==> src/rtl/mips_mdu.sv <==
// mips_mdu: iterative multiply/divide unit with architectural HI/LO.
// Runs MULT/MULTU/DIV/DIVU on operand magnitudes. Each multiply step is a
// shift-add and each divide step is a restoring subtract. Signs are fixed
// up in a final FIX cycle.
// Ports:
//   clk, reset (sync, active low)
//   start/op/a/b : launch an operation (sampled only in IDLE)
//   flush        : abort an in-flight operation
//   wr_hi/wr_lo/wr_data : MTHI/MTLO writes (IDLE, no start)
//   busy, done (1-cycle pulse), dbz (with done), hi, lo
module mips_mdu #(
  parameter int WIDTH = 32,
  parameter int CNT_W = $clog2(WIDTH) + 1
) (
  input  logic             clk,
  input  logic             reset,
  input  logic             start,
  input  logic [1:0]       op,
  input  logic [WIDTH-1:0] a,
  input  logic [WIDTH-1:0] b,
  input  logic             flush,
  input  logic             wr_hi,
  input  logic             wr_lo,
  input  logic [WIDTH-1:0] wr_data,
  output logic             busy,
  output logic             done,
  output logic             dbz,
  output logic [WIDTH-1:0] hi,
  output logic [WIDTH-1:0] lo
);

  typedef enum logic [1:0] {S_IDLE, S_CALC, S_FIX} state_t;

  state_t             state_q, state_d;
  logic [CNT_W-1:0]   cnt_q, cnt_d;
  // Shared datapath register.
  // Multiply: {upper[W:0], multiplier/low product[W-1:0]}.
  // Divide:   {remainder[W:0], dividend/quotient[W-1:0]}.
  logic [2*WIDTH:0]   acc_q, acc_d;
  logic [WIDTH-1:0]   opb_q, opb_d;       // |b|: multiplicand or divisor
  logic [WIDTH-1:0]   a_raw_q, a_raw_d;   // raw dividend, returned on divide-by-zero
  logic               is_div_q, is_div_d;
  logic               sgn_a_q, sgn_a_d;
  logic               sgn_b_q, sgn_b_d;
  logic [WIDTH-1:0]   hi_q, hi_d;
  logic [WIDTH-1:0]   lo_q, lo_d;
  logic               busy_q, busy_d;
  logic               done_q, done_d;
  logic               dbz_q, dbz_d;

  // Operand magnitudes at launch
  logic             signed_op;
  logic [WIDTH-1:0] mag_a, mag_b;

  // Iteration steps
  logic [WIDTH:0]   mul_upper;
  logic [2*WIDTH:0] mul_step;
  logic [WIDTH:0]   rem_sh;
  logic [2*WIDTH:0] div_step;

  // Sign-corrected results
  logic [2*WIDTH-1:0] prod, prod_s;
  logic [WIDTH-1:0]   quo, quo_s, rem, rem_s;

  always_comb begin
    signed_op = ~op[0];
    mag_a     = (signed_op && a[WIDTH-1]) ? -a : a;
    mag_b     = (signed_op && b[WIDTH-1]) ? -b : b;

    // Shift-add: add the multiplicand into the upper half when the current
    // multiplier LSB is set, then shift the whole accumulator right.
    mul_upper = acc_q[2*WIDTH:WIDTH] + (acc_q[0] ? {1'b0, opb_q} : '0);
    mul_step  = {mul_upper, acc_q[WIDTH-1:0]} >> 1;

    // Restoring divide: shift the next dividend bit into the remainder and
    // keep the subtraction only if it does not go negative.
    rem_sh = {acc_q[2*WIDTH-1:WIDTH], acc_q[WIDTH-1]};
    if (rem_sh >= {1'b0, opb_q})
      div_step = {rem_sh - {1'b0, opb_q}, acc_q[WIDTH-2:0], 1'b1};
    else
      div_step = {rem_sh, acc_q[WIDTH-2:0], 1'b0};

    prod   = acc_q[2*WIDTH-1:0];
    prod_s = (sgn_a_q ^ sgn_b_q) ? -prod : prod;
    quo    = acc_q[WIDTH-1:0];
    rem    = acc_q[2*WIDTH-1:WIDTH];
    quo_s  = (sgn_a_q ^ sgn_b_q) ? -quo : quo;
    rem_s  = sgn_a_q ? -rem : rem;   // remainder follows the dividend
  end

  always_comb begin
    state_d  = state_q;
    cnt_d    = cnt_q;
    acc_d    = acc_q;
    opb_d    = opb_q;
    a_raw_d  = a_raw_q;
    is_div_d = is_div_q;
    sgn_a_d  = sgn_a_q;
    sgn_b_d  = sgn_b_q;
    hi_d     = hi_q;
    lo_d     = lo_q;
    busy_d   = busy_q;
    done_d   = 1'b0;
    dbz_d    = 1'b0;

    case (state_q)
      S_IDLE: begin
        if (start) begin
          state_d  = S_CALC;
          cnt_d    = CNT_W'(WIDTH);
          acc_d    = {{(WIDTH+1){1'b0}}, mag_a};
          opb_d    = mag_b;
          a_raw_d  = a;
          is_div_d = op[1];
          sgn_a_d  = signed_op & a[WIDTH-1];
          sgn_b_d  = signed_op & b[WIDTH-1];
          busy_d   = 1'b1;
        end else begin
          if (wr_hi) hi_d = wr_data;
          if (wr_lo) lo_d = wr_data;
        end
      end
      S_CALC: begin
        if (flush) begin
          state_d = S_IDLE;
          busy_d  = 1'b0;
        end else begin
          acc_d = is_div_q ? div_step : mul_step;
          cnt_d = cnt_q - 1'b1;
          if (cnt_q == CNT_W'(1)) state_d = S_FIX;
        end
      end
      S_FIX: begin
        state_d = S_IDLE;
        busy_d  = 1'b0;
        if (!flush) begin
          done_d = 1'b1;
          if (!is_div_q) begin
            {hi_d, lo_d} = prod_s;
          end else if (opb_q == '0) begin
            hi_d  = a_raw_q;
            lo_d  = '1;
            dbz_d = 1'b1;
          end else begin
            hi_d = rem_s;
            lo_d = quo_s;
          end
        end
      end
      default: begin
        state_d = S_IDLE;
        busy_d  = 1'b0;
      end
    endcase
  end

  always_ff @(posedge clk) begin
    if (!reset) begin
      state_q  <= S_IDLE;
      cnt_q    <= '0;
      acc_q    <= '0;
      opb_q    <= '0;
      a_raw_q  <= '0;
      is_div_q <= 1'b0;
      sgn_a_q  <= 1'b0;
      sgn_b_q  <= 1'b0;
      hi_q     <= '0;
      lo_q     <= '0;
      busy_q   <= 1'b0;
      done_q   <= 1'b0;
      dbz_q    <= 1'b0;
    end else begin
      state_q  <= state_d;
      cnt_q    <= cnt_d;
      acc_q    <= acc_d;
      opb_q    <= opb_d;
      a_raw_q  <= a_raw_d;
      is_div_q <= is_div_d;
      sgn_a_q  <= sgn_a_d;
      sgn_b_q  <= sgn_b_d;
      hi_q     <= hi_d;
      lo_q     <= lo_d;
      busy_q   <= busy_d;
      done_q   <= done_d;
      dbz_q    <= dbz_d;
    end
  end

  assign busy = busy_q;
  assign done = done_q;
  assign dbz  = dbz_q;
  assign hi   = hi_q;
  assign lo   = lo_q;

endmodule

==> config.mk <==
export PLATFORM = sky130hd
export DESIGN_NAME = mips_mdu
export DESIGN_NICKNAME = d
export VERILOG_FILES = /design/src/rtl/mips_mdu.sv
export SDC_FILE = /design/constraint.sdc
export NUM_CORES = 1
export LEC_CHECK = 0
export CORE_MARGIN = 2
export CORE_UTILIZATION = 59
export DETAILED_ROUTE_END_ITERATION = 7
export GPL_TIMING_DRIVEN = 1
export PLACE_DENSITY = 0.83
export SETUP_SLACK_MARGIN = 0.5
export SLEW_MARGIN = 5
export SYNTH_ARGS = -nofsm -noshare
export SYNTH_HDL_FRONTEND = slang
export SYNTH_SLANG_ARGS = --single-unit
==> constraint.sdc <==
create_clock -name clk -period 3.71 [get_ports clk]
set_input_delay 1.113 -clock clk [delete_from_list [all_inputs] [get_ports clk]]
set_output_delay 1.113 -clock clk [all_outputs]
set_load 0.05 [all_outputs]
# Word level (Yosys, flattened, before mapping)
# Cells that the tools add are included.
# totals
register_bits,207
wordCells,89
inputBits,104
# classes
n_reduce_logical,14
eq_ne,11
muxes,35
bitwise,7
magnitude_cmp,1
add_sub_neg,8
# ops
op,count
$mux W32,15
$mux W65,4
$pmux W65 S2,1
$neg A32 Y32,4
$pmux W32 S2,2
$mux W64,1
$neg A64 Y64,1
$add A33 B32 Y33,1
$ge A33 B32 Y1,1
$sub A33 B32 Y33,1
$logic_not A32 Y1,1
$ne A2 B2 Y1 const B,7
$mux W6,2
$pmux W6 S2,1
$reduce_and A2 Y1,4
$reduce_and A4 Y1,2
$eq A6 B1 Y1 const B,1
$mux W2,3
$sub A6 B1 Y6 const B,1
$mux W1,4
$not A1 Y1,4
$pmux W2 S2,1
$reduce_bool A2 Y1,2
$reduce_or A4 Y1,1
9 further kinds,11

# Logic depth before layout (Yosys ltp)
# Gate-level depths: netlist of run 1.
# logic_depth
depth_word,6
ltp_mapped,15
ltp_nobuf,14

# Worst setup path after synthesis of run 1
# OpenSTA, ideal clock, no wires.
# synth_path
path_kind,input port to flip-flop
from,in a[2]
to,reg acc_q[29]
setup_time_ps,65
arrival_time_ps,3175
setup_slack_ps,470
path_stages,10
path_cell_list,nor4_1 nand4_1 or3_1 nor2_1 nand2_1 o41ai_1 xor2_1 a211oi_1 a21oi_1 nor2b_1
# synth_via
elab_chain_cells,4
# synth_rtl
element,line,source
start: declaration,19,"input logic [WIDTH-1:0] a,"
$neg A32 Y32,67,mag_a = (signed_op && a[WIDTH-1]) ? -a : a;
$mux W32,67,
$mux W65,108,if (start) begin
$pmux W65 S2,106,case (state_q)
end signal: assignment,161,acc_q <= '0;
end signal: assignment,175,acc_q <= acc_d;
end: declaration,39,"logic [2*WIDTH:0] acc_q, acc_d;"
# Every way passes these cells. The select of a mux whose other input is x is not followed.
# A chain may end at the register's enable or synchronous reset.

# Worst setup path in the final report of run 1
# layout_path
from,in b[9]
to,reg opb_q[26]
# layout_via
elab_chain_cells,2
# layout_rtl
element,line,source
start: declaration,20,"input logic [WIDTH-1:0] b,"
$neg A32 Y32,68,mag_b = (signed_op && b[WIDTH-1]) ? -b : b;
$mux W32,68,
end signal: assignment,176,opb_q <= opb_d;
end: declaration,40,"logic [WIDTH-1:0] opb_q, opb_d;"
# Every way passes these cells.

==> results of run 1 <==
-- worst max-delay path: cells and delay by family --
kind / cells / cell delay (ps)
xor gates and xnor gates: 1 / 180
buffers and inverters: 1 / 430
and+or+nand+nor: 5 / 1270
AOI/OAI and AO/OA: 2 / 650
-- cell usage after synthesis (70+ instances only) --
| master | n | area share, % |
|---|---|---|
| nor2b_1 | 73 | 2.8 |
| clkbuf_1 | 152 | 3.4 |
| a21oi_1 | 166 | 5.0 |
| o21ai_0 | 146 | 4.4 |
| ha_1 | 70 | 5.3 |
| nor2_1 | 164 | 3.7 |
| xor2_1 | 122 | 6.4 |
| dfxtp_1 | 207 | 25 |
| a211oi_1 | 70 | 3.2 |
| a21boi_0 | 70 | 3.2 |
| nand2_1 | 272 | 6.2 |
| xnor2_1 | 81 | 4.3 |
-- final cells by class --
class | instances | area share (%)
clock buffers | 34 | 3.343
clock inverters | 12 | 0.5382
inverters | 67 | 1.256
multi-input cells | 1775 | 58.53
flip-flops and latches | 207 | 20.05
well taps | 378 | 2.261
repair buffers | 324 | 13.98
repair inverters | 1 | 0.03588
-- logic make-up (layout without fill, tap and decap cells) --
family	count (synthesis)	after routing	synth area share [%]
xor gates and xnor gates	203	203	10.73
muxes	30	30	1.858
DFF	207	207	25.01
AOI/OAI and AO/OA	732	732	29.88
and+or+nand+nor	738	738	21.34
buffers and inverters	239	438	5.642
adders and majority gates	72	72	5.528
-- cells in the final DEF, fill, tap and decap left out, types with 12 or more instances in the layout --
cell,n
inv_2,16
or3_1,22
o211a_1,33
clkdlybuf4s50_1,166
dfxtp_2,14
a211oi_1,64
a31oi_1,14
nand3_1,45
nand2_1,270
o211ai_1,31
inv_1,47
nand4_1,20
mux2i_1,24
a21oi_1,157
a22oi_1,13
a21boi_0,70
o21ai_0,140
nor3_1,28
ha_4,22
nor2_1,157
nand2b_1,13
dfxtp_1,184
o21a_1,13
xor2_1,121
clkbuf_16,26
xnor2_1,80
nor4_1,13
o221ai_1,33
ha_1,41
or4_1,12
buf_4,149
a21o_1,30
o31ai_1,26
nor2b_1,70
-- path summary, 6_finish.rpt --
| check | to | slack [ps] | cells past startpoint |
|---|---|---|---|
| worst max register to register | hi[9] | 540 | 9 |
| worst min-delay path | lo[8] | 460 | 2 |
| worst max-delay path | opb_q[26] | 520 | 9 |
| worst min register to register | lo[8] | 460 | 2 |
-- what timing repair did --
action | 4_1_cts | 5_1_grt
endpoints found under the hold margin | 0 | 0
setup endpoints to repair | 20 | 59
gates cloned | 1 | 1
resized for setup | 44 | 143
buffers inserted | 5 | 19
pin swaps | 2 | 34
-- power by group through the flow --
stage	logic (µW)	clock network (µW)	registers, µW
2_1_floorplan	1050	0	2630
3_3_place_gp	1770	0	2560
3_5_place_dp	1810	0	2560
4_1_cts	1850	2460	2520
5_1_grt	2120	2550	2550
6_report	2000	2470	2540
-- sequential cells by signal, indices dropped and copies added, names as in the netlist --
| register | count |
|---|---|
| is_div_q | 1 |
| sgn_b_q | 1 |
| dbz | 1 |
| opb_q | 32 |
| busy | 1 |
| acc_q | 65 |
| a_raw_q | 32 |
| cnt_q | 6 |
| state_q | 2 |
| lo | 32 |
| hi | 32 |
| sgn_a_q | 1 |
| done | 1 |
-- through the flow --
stage / power (µW) / worst slack (ps) / utilization [%] / area (µm²)
after floorplan: 3680 / 530.1 / - / 16570
after global placement: 4329 / -3.772 / 68.97 / 19110
after detailed placement: 4372 / -128.7 / 68.97 / 19110
final: 7013 / 518.7 / 75.51 / 20920
after CTS: 6827 / 495.2 / 72.80 / 20170
after global routing: 7212 / 388.3 / 75.51 / 20920
-- per-layer routing --
| metal | up-vias | global-route usage [%] | part of all wire [%] |
|---|---|---|---|
| met1 | 8766 | 56.35 | 41 |
| met5 | - | 0 | 0 |
| met4 | 0 | 12.09 | 3.5 |
| met3 | 204 | 8.099 | 12 |
| li1 | 8384 | - | - |
| met2 | 1213 | 60.54 | 43 |
==> impl_summary.txt, run 1 <==
----------------------------------------------------
[Timing]
  Final count of hold timing violations ... 0
  Final setup TNS ... 0 ps
  Worst Hold Slack ... 458.3 ps
  Maximum achievable frequency ... 313.4 MHz
  Fin. max-slew vios ... 0
  Setup violators final ... 0
  Layout Skew ... 27.06 ps
  Unrepaired setup endpoints after global routing ... yes
  Fin crit share ... 86.02%
  Slew @ Worst Pin ... 988.3 ps
  Slew Limit Headroom ... 34.12%
  Shortest period the worst path allows ... 3191 ps

[Status]
  Outcome ... completed

[Detailed routing]
  First-pass DRT Iterations ... 6
  Average wire length per cell after detail routing ... 22.43 µm
  Via density ... 6.636
  Detailed-route via count ... 18570
  Total routed wirelength ... 62760 µm
  Number of remaining DRC errors ... 0
  Count of antenna-violating nets left after detailed routing ... 0
  Detailed router's first-iteration violation count ... 2669

[Final layout]
  Storage element area ... 4195 µm²
  Count of nets after finishing ... 2577
  P&R area growth vs syn ... 26.28%
  Number of antenna repair diodes ... 0
  Area of the multi-input gates ... 12250 µm²
  Total of fill cells in the finished design ... 2143
  Fraction of final layout cells sized beyond drive strength 1 ... 15.50%
  Cell Count, Final, Fillers Out ... 2798

[Hold path]
  Worst min-delay path class ... flip-flop to flip-flop
  HP Start ... lo[8]

[Critical path]
  Critical path data required time ... 4150 ps
  Worst path slowest cell ... o41ai_1
  Setup Crit Path Kind ... input port to flip-flop
  Startpoint kind of the worst setup timing path ... input port
  Crit-path max FO ... 5
  Worst reg2reg startpoint ... acc_q[12]
  Critical path endpoint category ... flip-flop
  Startpoint of the most critical setup path ... b[9]
  Max stage delay on crit path ... 480 ps
  Critical Path, Cell by Cell ... clkdlybuf4s50_1 -> or3_1 -> or3_4 -> nor4_4 -> nand2_2 -> o41ai_1 -> xor2_1 -> nand2_1 -> o211a_1
  Signal arrival time at the worst endpoint ... 3640 ps

[Place]
  Global placement routability congestion ... 1.005
  DP Cell Count ... 2726
  HPWL Detailed ... 45920 µm
  IO Port Bufs ... 170

[Yosys]
  Post-Syn Nets ... 2397
  FFs w/ async S/R, synth ... 0%
  EDFF count, synth ... 0
  Post-synth design cell area ... 16570 µm²
  Average instance area after synthesis ... 7.459 µm²
  Top_reg_cell synth ... dfxtp_1
  Number of distinct standard cells referenced by the synthesized netlist ... 81
  Synthesis-stage register bit count ... 207
  Cell count after synthesis ... 2221
  Register area share after synthesis ... 25.01%
  Synth Warn # ... 0

[Floorplanning]
  Effective utilization at floorplan ... 59.80%
  Number of I/O pins ... 171
  Die Height ... 171.6 µm
  Total Die Area ... 29440 µm²
  Core box area ... 27710 µm²
  Die X ... 171.6 µm
  Number of placement rows ... 61

[Power]
  Net load switching power ... 2448 µW
  Leakage component of the power ... 0.008442 µW
  Clk network pwr share ... 35.2%
  Power Internal ... 4565 µW
  Sw frac ... 34.90%
  Power density over the cells ... 335.2 nW/µm²
  Worst-case vdd ir drop ... 0.3115 mV
  Proportion of power drawn by combinational gates ... 28.6%
  Reg power frac ... 36.2%

[Clock network]
  Maximum clock insertion buffer count ... 3
  Post-CTS Hold Buffers ... 0
  TritonCTS clock tree ... built
  # H-tree levels ... 1
  Total clock sinks ... 207
  Later-pin clock latency in the skew report ... 560 ps
  Clock transition at the registers of the reported paths ... 60 ps
  Number of buffers created by CTS ... 25
  Clk root buf ... clkbuf_16

[Global route]
  GR Overflow Total ... 0
  Vias in the first global route ... 16520
  Global-route wire length before repair ... 91590 µm
  Antenna violations before repair ... 1
  Maximum number of pins on one net before global-route repair ... 99
  GRT Resource Usage Total ... 39.74%

[Run]
  # Max-Cap Violations ... 0

----------------------------------------------------
Note: power is estimated with default switching activity, not from simulation.
==> inputs of run 2 (changes only) <==
- CORE_UTILIZATION: 59 -> 53
- PLACE_DENSITY: 0.83 -> 0.79
- clock period: 3.71 -> 2.9 ns (I/O delays scaled with it)
==> run 2 against run 1 <==
Effect of this change: the flow now finishes with violations (setup timing); sequential power increased by 26%; sequential cell count unchanged; clock skew increased by 6.4 ps.
==> impl_summary.txt, run 2 (synthesis gave the netlist of run 1 again) <==
----------------------------------------------------
[Status]
  Outcome ... finished, violations left
  Violations in the final reports ... setup timing

[Place]
  Global placement routability congestion ... 0.9738
  DP Cell Count ... 2991
  IO Port Bufs ... 170
  HPWL Detailed ... 49580 µm

[Final layout]
  Number of antenna repair diodes ... 0
  Top reg by flops ... acc_q
  Cell Count, Final, Fillers Out ... 3146
  Count of nets after finishing ... 2912
  Most used cells in the layout excluding fill and tap cells ... buf_4, nand2_1, dfxtp_1, nor2_1, a21oi_1
  P&R area growth vs syn ... 55.88%
  Flip-flop count of the largest register after layout ... 65
  Final Core Density ... 84.20%
  Fraction of final layout cells sized beyond drive strength 1 ... 35.27%
  Most common cell after layout, fill and taps aside ... buf_4

[Global route]
  GRT Resource Usage Total ... 39.69%
  Antenna violations before repair ... 2
  Vias in the first global route ... 19100
  Maximum number of pins on one net before global-route repair ... 115
  GR Overflow Total ... 0
  Global-route wire length before repair ... 105000 µm

[Timing]
  Shortest period the worst path allows ... 3121 ps
  Layout Skew ... 33.43 ps
  Post-layout worst setup margin ... -221.1 ps
  Slew @ Worst Pin ... 750.0 ps
  Unrepaired setup endpoints after global routing ... yes
  Worst Hold Slack ... 449.4 ps
  Maximum achievable frequency ... 320.4 MHz
  Slew Limit Headroom ... 50.00%
  Final count of hold timing violations ... 0
  Setup violators final ... 38
  Fin. max-slew vios ... 0
  Fin crit share ... 107.6%

[Detailed routing]
  Via density ... 6.781
  Detailed-route via count ... 21330
  First-pass DRT Iterations ... 8
  Detailed router's first-iteration violation count ... 3185
  Total routed wirelength ... 77070 µm
  Number of remaining DRC errors ... 0
  Count of antenna-violating nets left after detailed routing ... 0
  Average wire length per cell after detail routing ... 24.50 µm

[Critical path]
  Critical path data required time ... 3320 ps
  Max stage delay on crit path ... 350 ps
  Setup Crit Path Kind ... flip-flop to flip-flop
  Capturing instance or port of the critical path ... acc_q[33]
  Crit Reg-Reg Endpoint ... acc_q[33]
  Worst reg2reg startpoint ... opb_q[2]
  Worst Reg2Reg Path Length in Cells ... 17
  Kind of cell adding the most delay to the critical path ... compound AO/OA/AOI/OAI gates
  Flop-to-flop setup slack ... -220 ps
  Critical Path, Cell by Cell ... inv_2 -> ha_4 -> buf_6 -> o21a_1 -> o31ai_4 -> a211o_1 -> o21ba_4 -> o311a_4 -> nor2_4 -> buf_12 -> buf_8 -> buf_6 -> buf_8 -> buf_12 -> nor2_4 -> a21oi_2 -> o21ai_1
  Startpoint kind of the worst setup timing path ... flip-flop
  Crit. path cell count ... 17
  Crit-path max FO ... 7
  Worst path slowest cell ... a211o_1
  WP buf/inv ... 7
  Critical path endpoint category ... flip-flop
  Signal arrival time at the worst endpoint ... 3540 ps
  Startpoint of the most critical setup path ... opb_q[2]

[Power]
  Worst-case vdd ir drop ... 0.4979 mV
  Power density over the cells ... 378.0 nW/µm²
  Leakage component of the power ... 0.01170 µW
  Total power ... 9761 µW

[Floorplanning]
  Number of I/O pins ... 171
  Die X ... 180.8 µm
  Effective utilization at floorplan ... 54.02%
  Total Die Area ... 32690 µm²
  Number of placement rows ... 64
  Die Height ... 180.8 µm
  Core box area ... 30670 µm²

[Clock network]
  TritonCTS clock tree ... built
  Maximum clock insertion buffer count ... 3
  Number of buffers created by CTS ... 24
  Clock transition at the registers of the reported paths ... 60 ps
  Later-pin clock latency in the skew report ... 560 ps
  Clk root buf ... clkbuf_16
  Total clock sinks ... 207
  # H-tree levels ... 1

[Hold path]
  Worst hold path depth ... 2
  Worst min-delay path class ... flip-flop to flip-flop

[Run]
  # Max-Cap Violations ... 0

----------------------------------------------------
## run 2: changes by cell type in the layout (fill, tap and decap cells not counted), sizes merged
cell and delta:
dlygate4sd2 +11, dlymetal6s2s +57, clkinv +3, buf +354
inv -3, bufinv -1, clkdlybuf4s50 -94, clkinvlp -4
clkbuf +3, clkdlybuf4s15 +4
## run 2: layout make-up
cell class | instances | area, µm²
multi-input combinational | 1775 | 14020
timing repair buffer | 661 | 6061
fill | 1654 | 4845
sequential | 207 | 4203
clock buffer | 32 | 700.7
tap | 396 | 495.5
inverter | 67 | 284.0
clock inverter | 8 | 61.31
## run 2: power breakdown
group          switching (µW)  total [µW]  internal, µW  leakage [µW]
Combinational            2030        3530          1510       0.00961
Clock                    1340        3030          1690      0.000379
Sequential                178        3200          3020       0.00171
## run 2: worst min-delay path, cell delays in order, from the launching register on
cell	delay (ps)
dfxtp_1	310
nand2_1	50
a21boi_1	50
## run 2: how the worst min path moves through the flow
stage	from	end	slack, ps
after detailed placement	busy	busy	450
after floorplan	a_raw_q[27]	a_raw_q[27]	440
after CTS	hi[30]	hi[30]	470
final	lo[27]	lo[27]	450
after global routing	hi[30]	hi[30]	470
after global placement	hi[23]	hi[23]	440
## run 2: repair_timing
action,in CTS,in global routing
setup buffers,63,49
hold buffers,0,0
endpoints found under the hold margin,0,0
endpoints found under the setup margin,203,191
gates cloned,0,3
pin swaps,123,191
resized for setup,338,350
## run 2: per-stage QoR
stage          TNS [ps]  worst slack, ps  cell area (µm²)
2_1_floorplan         0            26.29            17350
3_3_place_gp     -10830           -441.4            21740
3_5_place_dp     -14370           -535.8            21740
4_1_cts          -491.2           -111.9            23910
5_1_grt           -6669           -311.9            25820
6_report          -3959           -221.1            25820
## run 2: per-layer routing
metal,vias to the layer above,GRT usage (%),wire (µm)
li1,9056,-,-
met1,10010,52.58,28040
met2,1732,62.52,33400
met3,528,10.18,10320
met4,4,13.90,5284
met5,-,0,26
